==> src/rtl/clk_monitor.sv <==
// -----------------------------------------------------------------------------
// clk_monitor
//
// Measures an asynchronous clock-like signal (sig_in) against the local clock
// CLK. Each rise-to-rise interval is reported as a period and a high time in
// CLK cycles. Two consecutive in-range periods assert locked; an out-of-range
// period or a missing rising edge raises a sticky fault.
//
// Parameters
//   CNT_W      : width of the period / high-time counters
//   MIN_PERIOD : smallest in-range period in CLK cycles
//   MAX_PERIOD : largest in-range period in CLK cycles
//   TIMEOUT    : CLK cycles without a rising edge before a fault (< 2**CNT_W)
//
// Ports
//   CLK        : in  - the single clock, all logic on its rising edge
//   RST        : in  - synchronous active-high reset
//   enable     : in  - monitor enable; low returns to IDLE and clears status
//   sig_in     : in  - asynchronous signal under test
//   period     : out - last measured rise-to-rise period (CLK cycles)
//   high_time  : out - high duration of the last measured period (CLK cycles)
//   meas_valid : out - one-cycle pulse when period/high_time update
//   locked     : out - two consecutive in-range periods seen
//   fault      : out - sticky timeout / out-of-range indication
// -----------------------------------------------------------------------------
module clk_monitor #(
   parameter int CNT_W      = 16,
   parameter int MIN_PERIOD = 8,
   parameter int MAX_PERIOD = 400,
   parameter int TIMEOUT    = 1000
) (
   input  logic             CLK,
   input  logic             RST,
   input  logic             enable,
   input  logic             sig_in,
   output logic [CNT_W-1:0] period,
   output logic [CNT_W-1:0] high_time,
   output logic             meas_valid,
   output logic             locked,
   output logic             fault
);

   typedef enum logic [1:0] {
      IDLE    = 2'd0,
      ARM     = 2'd1,
      MEASURE = 2'd2,
      FAULT   = 2'd3
   } state_t;

   localparam logic [CNT_W-1:0] MIN_C     = CNT_W'(MIN_PERIOD);
   localparam logic [CNT_W-1:0] MAX_C     = CNT_W'(MAX_PERIOD);
   localparam logic [CNT_W-1:0] TIMEOUT_C = CNT_W'(TIMEOUT);

   state_t           state_q, state_d;
   logic             sync1_q, sync2_q, prev_q;
   logic [CNT_W-1:0] cnt_q, cnt_d;
   logic [CNT_W-1:0] hcnt_q, hcnt_d;
   logic [CNT_W-1:0] period_q, period_d;
   logic [CNT_W-1:0] high_q, high_d;
   logic             meas_valid_q, meas_valid_d;
   logic [1:0]       good_q, good_d;
   logic             locked_q, locked_d;
   logic             fault_q, fault_d;

   logic             rise, fall;
   logic [CNT_W-1:0] cnt_inc;
   logic             timeout_hit;
   logic             in_range;

   // Edges are taken between the synchronized value and its delayed copy, so
   // the first synchronizer flop (possibly metastable) is never decoded.
   assign rise = sync2_q & ~prev_q;
   assign fall = ~sync2_q & prev_q;

   // cnt counts cycles since the last rise; cnt+1 is the interval length the
   // current cycle would close. cnt stops at TIMEOUT-1, so this cannot wrap.
   assign cnt_inc     = cnt_q + CNT_W'(1);
   assign timeout_hit = (cnt_inc >= TIMEOUT_C);
   assign in_range    = (cnt_inc >= MIN_C) && (cnt_inc <= MAX_C);

   always_comb begin
      // NOTE: every variable gets a default before any branch, so no path
      // leaves one unassigned and no latch is inferred.
      state_d      = state_q;
      cnt_d        = cnt_q;
      hcnt_d       = hcnt_q;
      period_d     = period_q;
      high_d       = high_q;
      meas_valid_d = 1'b0;
      good_d       = good_q;
      locked_d     = locked_q;
      fault_d      = fault_q;

      if (!enable) begin
         // Status is cleared, last measurement is kept.
         state_d  = IDLE;
         cnt_d    = '0;
         hcnt_d   = '0;
         good_d   = 2'd0;
         locked_d = 1'b0;
         fault_d  = 1'b0;
      end else begin
         unique case (state_q)
            IDLE: begin
               // Leaving with cnt at zero gives ARM a fresh timeout window.
               cnt_d   = '0;
               hcnt_d  = '0;
               state_d = ARM;
            end

            ARM: begin
               // The first rise only opens a measurement window.
               if (rise) begin
                  cnt_d   = '0;
                  hcnt_d  = '0;
                  state_d = MEASURE;
               end else if (timeout_hit) begin
                  good_d   = 2'd0;
                  locked_d = 1'b0;
                  fault_d  = 1'b1;
                  state_d  = FAULT;
               end else begin
                  cnt_d = cnt_inc;
               end
            end

            MEASURE: begin
               // Rise is checked before timeout so a rise landing exactly on
               // the timeout cycle still produces a measurement.
               if (rise) begin
                  period_d     = cnt_inc;
                  high_d       = hcnt_q;
                  meas_valid_d = 1'b1;
                  cnt_d        = '0;
                  hcnt_d       = '0;
                  if (in_range) begin
                     good_d   = (good_q == 2'd2) ? 2'd2 : good_q + 2'd1;
                     locked_d = (good_q != 2'd0);
                  end else begin
                     good_d   = 2'd0;
                     locked_d = 1'b0;
                     fault_d  = 1'b1;
                     state_d  = FAULT;
                  end
               end else if (timeout_hit) begin
                  good_d   = 2'd0;
                  locked_d = 1'b0;
                  fault_d  = 1'b1;
                  state_d  = FAULT;
               end else begin
                  cnt_d = cnt_inc;
                  if (fall) begin
                     hcnt_d = cnt_inc;
                  end
               end
            end

            FAULT: begin
               // Parked until enable drops or RST.
               fault_d = 1'b1;
            end

            default: state_d = IDLE;
         endcase
      end
   end

   always_ff @(posedge CLK) begin
      // NOTE: non-blocking assignments make every register sample the values
      // from before this edge, independent of statement order.
      if (RST) begin
         state_q      <= IDLE;
         sync1_q      <= 1'b0;
         sync2_q      <= 1'b0;
         prev_q       <= 1'b0;
         cnt_q        <= '0;
         hcnt_q       <= '0;
         period_q     <= '0;
         high_q       <= '0;
         meas_valid_q <= 1'b0;
         good_q       <= 2'd0;
         locked_q     <= 1'b0;
         fault_q      <= 1'b0;
      end else begin
         state_q      <= state_d;
         sync1_q      <= sig_in;
         sync2_q      <= sync1_q;
         prev_q       <= sync2_q;
         cnt_q        <= cnt_d;
         hcnt_q       <= hcnt_d;
         period_q     <= period_d;
         high_q       <= high_d;
         meas_valid_q <= meas_valid_d;
         good_q       <= good_d;
         locked_q     <= locked_d;
         fault_q      <= fault_d;
      end
   end

   assign period     = period_q;
   assign high_time  = high_q;
   assign meas_valid = meas_valid_q;
   assign locked     = locked_q;
   assign fault      = fault_q;

endmodule
==> config.mk <==
export PLATFORM = sky130hd
export DESIGN_NAME = clk_monitor
export DESIGN_NICKNAME = d
export VERILOG_FILES = /design/src/rtl/clk_monitor.sv
export SDC_FILE = /design/constraint.sdc
export NUM_CORES = 1
export LEC_CHECK = 0
export ABC_AREA = 1
export BUFFER_PORTS_ARGS = -buffer_cell sky130_fd_sc_hd__buf_2
export CORE_MARGIN = 1.5
export CORE_UTILIZATION = 48
export CTS_BUF_LIST = sky130_fd_sc_hd__clkbuf_8 sky130_fd_sc_hd__clkbuf_16
export DETAILED_ROUTE_END_ITERATION = 10
export GPL_TIMING_DRIVEN = 0
export PLACE_DENSITY = 0.67
export SETUP_SLACK_MARGIN = 0.4
export SYNTH_ARGS = -nofsm -noshare
export SYNTH_HDL_FRONTEND = slang
export SYNTH_SLANG_ARGS = --single-unit
==> constraint.sdc <==
create_clock -name CLK -period 3 [get_ports CLK]
set_input_delay 0.3 -clock CLK [delete_from_list [all_inputs] [get_ports CLK]]
set_output_delay 0.3 -clock CLK [all_outputs]
set_load 0.05 [all_outputs]
=== After elaboration in Yosys (flattened, before gate mapping) ===
Cells that the tools add are included.

* Bits in registers: 74
* Input port bits: 4
* Word-level logic and storage cells: 79

* Add/subtract/negate cells: 2
* $lt $le $gt $ge: 3
* Eq/ne operators: 10
* Muxes and demuxes: 30
* Bitwise operators: 6
* Reduce and logical (&&, ||, !) cells: 16

{| class="wikitable"
|+ Operators by type and width
! cell !! number
|-
| $mux W16 || 6
|-
| $pmux W16 S3 || 1
|-
| $pmux W16 S2 || 1
|-
| $mux W2 || 9
|-
| $add A16 B1 Y16 const B || 1
|-
| $ge A16 B10 Y1 const B || 1
|-
| $ge A16 B4 Y1 const B || 1
|-
| $le A16 B9 Y1 const B || 1
|-
| $ne A3 B3 Y1 const B || 4
|-
| $mux W1 || 9
|-
| $eq A2 B2 Y1 const B || 3
|-
| $pmux W2 S3 || 1
|-
| $reduce_and A2 Y1 || 3
|-
| $reduce_and A3 Y1 || 2
|-
| $reduce_bool A2 Y1 || 3
|-
| $reduce_bool A3 Y1 || 2
|-
| $ne A2 B2 Y1 const B || 2
|-
| $not A1 Y1 || 4
|-
| $pmux W2 S2 || 1
|-
| $reduce_and A4 Y1 || 1
|-
| $reduce_or A2 Y1 || 2
|-
| $pmux W1 S3 || 1
|-
| $reduce_or A3 Y1 || 1
|-
| $add A2 B1 Y2 const B || 1
|-
| 5 further kinds || 6
|}

=== Depth between registers and ports, before layout ===
Gate-level depths: netlist (run 1).

* Depth after elaboration: 6
* Depth in mapped cells: 16

=== Worst setup path after synthesis (run 1) ===
OpenSTA, ideal clock, no wires.

* Path type: flip-flop to flip-flop
* Start: register cnt_q[0]
* End: register cnt_q[0]
* Setup time: 0.128 ns
* Arrival time: 1.937 ns
* Required time: 2.872 ns
* Setup slack: 0.936 ns
* Cell stages (with the launch flop): 14
* Period minus slack after synthesis: 2.064 ns
* Cells stage by stage: dfxtp_1 > ha_1 > nand2_1 > nor2_1 > nand4_1 > nand2_1 > nand3_1 > nor2_4 > nand2_4 > nand3_4 > buf_2 > nand3_1 > nand2_1 > nor2_1

* Word-level cells in the longest chain between the ends: 4
* Elaborated cells between the ends (all ways): 7
* Those cells by class: 1 x add/sub; 1 x order compare; 1 x eq/ne; 3 x mux; 1 x reduce/logical

{| class="wikitable"
|+ Ends and longest elaborated chain
! item !! RTL line !! RTL
|-
| start, declared || 56 || <nowiki>logic [CNT_W-1:0] cnt_q, cnt_d;</nowiki>
|-
| start signal, assigned || 189 || <nowiki>cnt_q <= cnt_d;</nowiki>
|-
| $add A16 B1 Y16 * || 77 || <nowiki>assign cnt_inc = cnt_q + CNT_W'(1);</nowiki>
|-
| $ge A16 B10 Y1 / $mux W16 (equally long branches) || 78, 117, 145 ||
|-
| $ne A3 B3 Y1 (no source line) / $mux W16 (equally long branches) || -- ||
|-
| $reduce_and A2 Y1 (no source line) / $pmux W16 S2 (equally long branches) || -- ||
|}

Mark *: on every way between the ends. The rest lies on a longest branch, timed or not. The select of a mux whose other input is x is not followed.
A chain may end at the register's enable or synchronous reset.

=== Worst setup path after layout (run 1) ===
* Start: register cnt_q[0]
* End: register cnt_q[9]

The elaborated chain is that of the path after synthesis.

==> results of run 1 <==
tightest hold or removal path, delay by kind of cell:
family,cells,cell delay (ps)
buffers and inverters,2,130
and+or+nand+nor,1,30
through the flow:
stage	power [mW]	hold WS (ps)	utilization
after global placement	1.08	390	0.536
after CTS	1.76	148	0.559
after global routing	1.82	167	0.563
after floorplan	1.06	371	-
final	1.75	161	0.563
after detailed placement	1.08	399	0.536
worst max path at each step:
stage,start,to,cells after the start
floorplan,cnt_q[0],cnt_q[0],13
global placement,cnt_q[0],cnt_q[9],13
detailed placement,cnt_q[0],cnt_q[9],13
CTS,cnt_q[0],cnt_q[9],13
global route,cnt_q[0],hcnt_q[8],13
finish,cnt_q[0],cnt_q[9],13
cell usage after synthesis (all sizes together):
cell	count
o211ai	11
nor2	84
clkinv	3
buf	7
inv	61
nand3	42
o21bai	3
a21boi	1
nand4	13
dfxtp	74
nor3	9
ha	9
clkbuf	14
o21ai	24
a21oi	29
nand2	124
layout make-up:
type,instances,area share
Inverter,64,0.0595
Sequential cell,74,0.368
Multi-Input combinational cell,349,0.424
Buffer,21,0.0260
Clock buffer,10,0.0341
Timing Repair Buffer,40,0.0508
Clock inverter,5,0.00775
Tap cell,99,0.0307
cells by family after synthesis:
logic type / count (synthesis) / share of synthesized area
compound gates: 68 / 0.111
buf+inv: 85 / 0.0978
flops: 74 / 0.420
simple gates: 272 / 0.339
fa+ha+maj: 9 / 0.0319
layer usage:
metal,global-route usage,vias up
met3,0.0429,12
met1,0.309,1489
met4,0.0866,0
met2,0.365,87
li1,-,1720
met5,0,-
flip-flops by register name, indices dropped and copies added, names as in the netlist:
register	count
locked	1
cnt_q	16
hcnt_q	16
good_q	2
fault	1
sync1_q	1
high_time	16
period	16
meas_valid	1
state_q	2
sync2_q	1
prev_q	1
timing repair:
action | in CTS | in global routing
endpoints found under the setup margin | 0 | 37
setup buffers | 0 | 2
endpoints found under the hold margin | 0 | 0
resized for setup | 0 | 5
hold buffers | 0 | 0
power by group through the flow:
stage	Clock [mW]	Sequential [mW]	Combinational [mW]
after global routing	0.746	0.991	0.0791
after floorplan	0	1.01	0.0507
final	0.688	0.990	0.0696
after CTS	0.706	0.990	0.0689
after global placement	0	1.01	0.0679
after detailed placement	0	1.01	0.0687
==> results.sh, run 1 <==
export IMPL_status="finished clean"
export IMPL_place_ws_ps=412
export IMPL_critical_path_max_fanout=10
export IMPL_criticalPathCategory="flip-flop to flip-flop"
export IMPL_comb_power_share=0.040
export IMPL_synth_area_top_cells="dfxtp_1 42%, nand2_1 13%, nor2_1 8.4%, inv_1 6.2%, nand3_1 5.4%"
export IMPL_hold_viol=0
export IMPL_grt_pass1_wl_microns=13800
export IMPL_crit_arrival_ps=2650
export IMPL_grt_total_usage=0.229
export IMPL_slowest_stage="dfxtp_2"
export IMPL_root_buffer="clkbuf_8"
export IMPL_synth_largest_area_cell="dfxtp_1"
export IMPL_yosys_register_bits=74
export IMPL_syn_to_final_growth_pct=14.4
export IMPL_switching_share=0.243
export IMPL_startpoint_type="flip-flop"
export IMPL_cpLargestDelayFamily="simple AND/OR/NAND/NOR gates"
export IMPL_setup_violations=0
export IMPL_pwr_share_seq=0.566
export IMPL_whs_path_depth=3
export IMPL_final_common_cell="nand2_1"
export IMPL_synth_seq_area_share=0.420
export IMPL_slew_violations=0
export IMPL_drt_initial_drc_count=193
export IMPL_cts_tree="done"
export IMPL_synth_cell_type_count=27
export IMPL_vias_per_cell=5.00
export IMPL_start_util=0.492
export IMPL_reg2reg_depth=13
export IMPL_vias=3308
export IMPL_clock_sinks=74
export IMPL_final_cell_mix="117 x nand2_1, 77 x nor2_1, 72 x dfxtp_1"
export IMPL_final_cell_count_no_fill=662
export IMPL_clockBufferDepth=2
export IMPL_rsz0062_at_grt="no"
export IMPL_dp_hpwl_microns=6060
export IMPL_wl_met2_microns=3830
export IMPL_r2r_start="cnt_q[0]"
export IMPL_final_setup_skew_ps=4.82
export IMPL_synth_avg_cell_area_sq_um=6.95
export IMPL_diodes=0
export IMPL_dieHeight_microns=88.8
export IMPL_crit_path_max_incr_delay_ps=440
export IMPL_htreeDepth=3
export IMPL_grt_max_degree=13
export IMPL_synthCells=508
export IMPL_drtPass1Iterations=5
export IMPL_tns_ps=0
export IMPL_tightest_slew_ps=528
export IMPL_cp_end_kind="flip-flop"
export IMPL_antenna_found_initial=0
export IMPL_synthesis_area_sq_mm=0.00353
export IMPL_setup_ws_ps=575
export IMPL_cp_num_buf_inv=1
export IMPL_rrSetupSlack_ps=570
export IMPL_power_density_mw_per_mm2=433
export IMPL_fillCellCount=704
export IMPL_dr_wl_met3_microns=375
export IMPL_p_clk_frac=0.394
export IMPL_dpl_cell_count=645
export IMPL_dpl_instance_area_sq_mm=0.00384
export IMPL_drv_cap=0
export IMPL_drive_gt1_frac=0.155
export IMPL_wire_per_inst_microns=12.8
export IMPL_core_area_sq_mm=0.00718
export IMPL_power_switching_mw=0.425
export IMPL_postRouteAntennaNets=0
export IMPL_layout_nets=572
export IMPL_worstPathCellList="ha_1 -> nand2_1 -> nor2_2 -> nand3_1 -> nand2_2 -> nor2_1 -> a21oi_4 -> nand2_4 -> nand3_4 -> buf_2 -> nand3_1 -> nand2_1 -> nor2_1"
export IMPL_ir_drop_mv=0.257
export IMPL_worstHoldStart="sig_in"
export IMPL_hold_end="sync1_q"
export IMPL_p_leak_nw=1.87
export IMPL_max_freq_mhz=412
export IMPL_clkTransAtPathRegs_ps=80
export IMPL_multi_input_area_sq_mm=0.00171
export IMPL_wl_microns=8460
export IMPL_regArea_sq_mm=0.00148
export IMPL_post_synth_top_area_fraction=0.420
export IMPL_required_ps=3220
export IMPL_grt_pass1_vias=2903
export IMPL_die_w_microns=88.8
export IMPL_io_buffers=38
export IMPL_final_cell_area_sq_mm=0.00404
export IMPL_die_area_sq_mm=0.00788
export IMPL_yosys_warnings=0
export IMPL_globalRouteOverflowTotal=0
export IMPL_row_count=31
export IMPL_finalCritPeriodShare=0.808
export IMPL_synth_nets=521
export IMPL_gp_congestion=0.940
export IMPL_wl_met1_microns=4120
export IMPL_boundaryPins=39
export IMPL_period_needed_ps=2430
export IMPL_cts_buffers=9
export IMPL_timing_slew_headroom=0.648
export IMPL_drt_drc_violations_left=0
export IMPL_hp_class="input port to flip-flop"
export IMPL_p_int_mw=1.32
export IMPL_top_layer="met4"
export IMPL_clk_latency_ps=340
export IMPL_rr_endpoint="cnt_q[9]"
Note: power is estimated with default switching activity, not from simulation.
==> run 2, diff against run 1 <==
Settings changed: ABC_AREA 1 to 0, PLACE_DENSITY 0.67 to 0.68.
Clock period 3 ns to 2.5 ns, I/O delays scaled along.
==> run 2 against run 1 <==
- register-to-register slack got worse by 430 ps
- sequential share of layout area fell by 2.5 points
- global-route usage barely moved
- cell count fell by 18%
- die area fell by 5.2%
- first-iteration DRC count fell by 0.52%
- power rose by 25%
- sequential cell count did not move
- wire length rose by 0.53%
- final area rose by 8.1%
- non-clock buffer count rose by 31
- critical endpoint is now hcnt_q[11]
- highest routed layer unchanged
==> results.sh, run 2 <==
export IMPL_status="finished clean"
export IMPL_htreeDepth=3
export IMPL_crit_path_max_incr_delay_ps=400
export IMPL_wire_per_inst_microns=15.6
export IMPL_grt_total_usage=0.230
export IMPL_die_area_sq_mm=0.00746
export IMPL_hp_class="input port to flip-flop"
export IMPL_wl_met1_microns=3820
export IMPL_finalCritPeriodShare=0.942
export IMPL_criticalPathCategory="flip-flop to flip-flop"
export IMPL_synth_seq_area_share=0.444
export IMPL_synth_cell_type_count=55
export IMPL_period_needed_ps=2360
export IMPL_hold_viol=0
export IMPL_final_setup_skew_ps=7.51
export IMPL_drt_initial_drc_count=192
export IMPL_globalRouteOverflowTotal=0
export IMPL_tns_ps=0
export IMPL_cp_end_kind="flip-flop"
export IMPL_postRouteAntennaNets=0
export IMPL_rsz0062_at_grt="yes"
export IMPL_startpoint_type="flip-flop"
export IMPL_clkTransAtPathRegs_ps=80
export IMPL_drive_gt1_frac=0.301
export IMPL_yosys_warnings=0
export IMPL_drtPass1Iterations=4
export IMPL_io_buffers=37
export IMPL_drv_cap=0
export IMPL_power_density_mw_per_mm2=502
export IMPL_yosys_top_cells_count="74 x dfxtp_1, 57 x nand2_1, 32 x nor2_1, 24 x a21oi_1, 17 x clkbuf_1"
export IMPL_cts_tree="done"
export IMPL_required_ps=2760
export IMPL_antenna_found_initial=0
export IMPL_p_leak_nw=1.72
export IMPL_gp_congestion=0.801
export IMPL_dp_hpwl_microns=5290
export IMPL_grt_pass1_vias=2706
export IMPL_crit_arrival_ps=2620
export IMPL_cp_num_buf_inv=4
export IMPL_synth_edf_count=0
export IMPL_syn_to_final_growth_pct=30.7
export IMPL_tightest_slew_ps=535
export IMPL_final_cell_mix="70 x dfxtp_1, 57 x nand2_1, 38 x buf_2"
export IMPL_cts_buffers=9
export IMPL_slew_violations=0
export IMPL_top_layer="met4"
export IMPL_ir_drop_mv=0.217
export IMPL_vias_per_cell=5.60
export IMPL_synth_nets=396
export IMPL_post_synth_top_count_cell="dfxtp_1"
export IMPL_start_util=0.494
export IMPL_row_count=30
export IMPL_timing_slew_headroom=0.643
export IMPL_max_freq_mhz=425
export IMPL_vias=3051
export IMPL_diodes=0
export IMPL_setup_violations=0
export IMPL_synthCells=383
export IMPL_wl_met2_microns=4080
export IMPL_clk_latency_ps=360
export IMPL_postLayoutCoreUtil=0.646
export IMPL_drt_drc_violations_left=0
export IMPL_synth_avg_cell_area_sq_um=8.72
export IMPL_ys_async_sr_fraction=0
export IMPL_wl_microns=8500
export IMPL_die_w_microns=86.4
export IMPL_yosys_register_bits=74
export IMPL_dr_wl_met3_microns=361
export IMPL_synthFlopType="dfxtp_1"
export IMPL_synth_largest_area_cell="dfxtp_1"
export IMPL_dieHeight_microns=86.4
export IMPL_slowest_stage="a311o_2"
export IMPL_clock_sinks=74
export IMPL_synth_area_top_cells="dfxtp_1 44%, nand2_1 6.4%, a21oi_1 3.6%, nor2_1 3.6%, a211oi_1 3.4%"
export IMPL_clockBufferDepth=2
export IMPL_cts_hold_buf=0
export IMPL_layout_nets=473
export IMPL_worstPathCellList="ha_4 -> buf_8 -> buf_4 -> inv_2 -> o211ai_1 -> o221a_2 -> o2111ai_4 -> nand2_4 -> a311o_2 -> buf_6 -> and3_1"
export IMPL_grt_max_degree=14
export IMPL_boundaryPins=39
export IMPL_root_buffer="clkbuf_8"
export IMPL_core_area_sq_mm=0.00676
export IMPL_critical_path_max_fanout=6
export IMPL_cpLargestDelayFamily="compound AO/OA/AOI/OAI gates"
export IMPL_final_common_cell="dfxtp_1"
export IMPL_synthesis_area_sq_mm=0.00334
export IMPL_post_synth_top_area_fraction=0.444
export IMPL_grt_pass1_wl_microns=13200
-- run 2: cell count changes after synthesis, moves of 8 or more --
cell      previous run  this run
nand4_1             13         5
nand2_1            118        57
nor2_1              79        32
a211oi_1             0        15
nand3_1             38        10
mux2i_1              0        10
xor2_1               0         9
o21ai_0             23         5
and3_1               0        11
inv_1               58        11
-- run 2: path summary, 6_finish.rpt --
| path | slack, ps | end | startpoint | cells after the start |
|---|---|---|---|---|
| worst min register to register | 450 | sync2_q | sync1_q | 1 |
| worst max-delay path | 140 | hcnt_q[11] | cnt_q[0] | 11 |
| worst min-delay path | 110 | sync1_q | sig_in | 2 |
| worst max register to register | 140 | hcnt_q[11] | cnt_q[0] | 11 |
-- run 2: worst register-to-register path, stage by stage, from the launching register on --
cell and delay, ps:
dfxtp_4 380, ha_4 170, buf_8 130, buf_4 130, inv_2 60, o211ai_1 100
o221a_2 340, o2111ai_4 120, nand2_4 90, a311o_2 400, buf_6 150, and3_1 170
-- run 2: cells by family (layout without fill, tap and decap cells) --
family | after synthesis | in the layout | share of synthesized area
AND/OR/NAND/NOR | 158 | 159 | 0.231
AO/OA/AOI/OAI | 78 | 78 | 0.168
flip-flops | 74 | 74 | 0.444
buffers and inverters | 38 | 119 | 0.0510
XOR/XNOR | 16 | 16 | 0.0420
multiplexers | 10 | 10 | 0.0300
adder cells (fa/ha/maj) | 9 | 9 | 0.0337
-- run 2: what timing repair did --
action	CTS	global route
resized for setup	40	27
gates cloned	2	0
endpoints found under the setup margin	70	67
pin swaps	25	21
setup buffers	20	7
-- run 2: final cells by class --
| type | instances | area [sq um] |
|---|---|---|
| clock inverter | 7 | 67.6 |
| fill | 563 | 2390 |
| buffer | 27 | 174 |
| tap | 80 | 100 |
| multi-input combinational | 272 | 1920 |
| sequential | 74 | 1490 |
| inverter | 11 | 41.3 |
| timing repair buffer | 65 | 444 |
| clock buffer | 9 | 124 |
-- run 2: layer usage --
layer | vias up | track usage
met5 | - | 0
li1 | 1487 | -
met3 | 21 | 0.0524
met4 | 0 | 0.0968
met2 | 97 | 0.370
met1 | 1446 | 0.296
-- run 2: per-stage QoR --
stage               hold WS, ps  instances  setup slack [ps]  power [mW]  instance area [sq um]
floorplan                   378        383               364        1.25                   3390
global placement            419        500             -15.0        1.26                   3680
detailed placement          432        500             -67.4        1.27                   3680
CTS                         105        538               117        2.19                   4230
global route                118        545              22.6        2.25                   4360
finish                      113        545               145        2.19                   4360
-- run 2: report_power, final --
group | internal [mW] | leakage, nW | switching, mW | total (mW)
sequential | 1.18 | 0.599 | 0.00337 | 1.18
clock | 0.460 | 0.0997 | 0.481 | 0.941
combinational | 0.0282 | 1.02 | 0.0422 | 0.0704
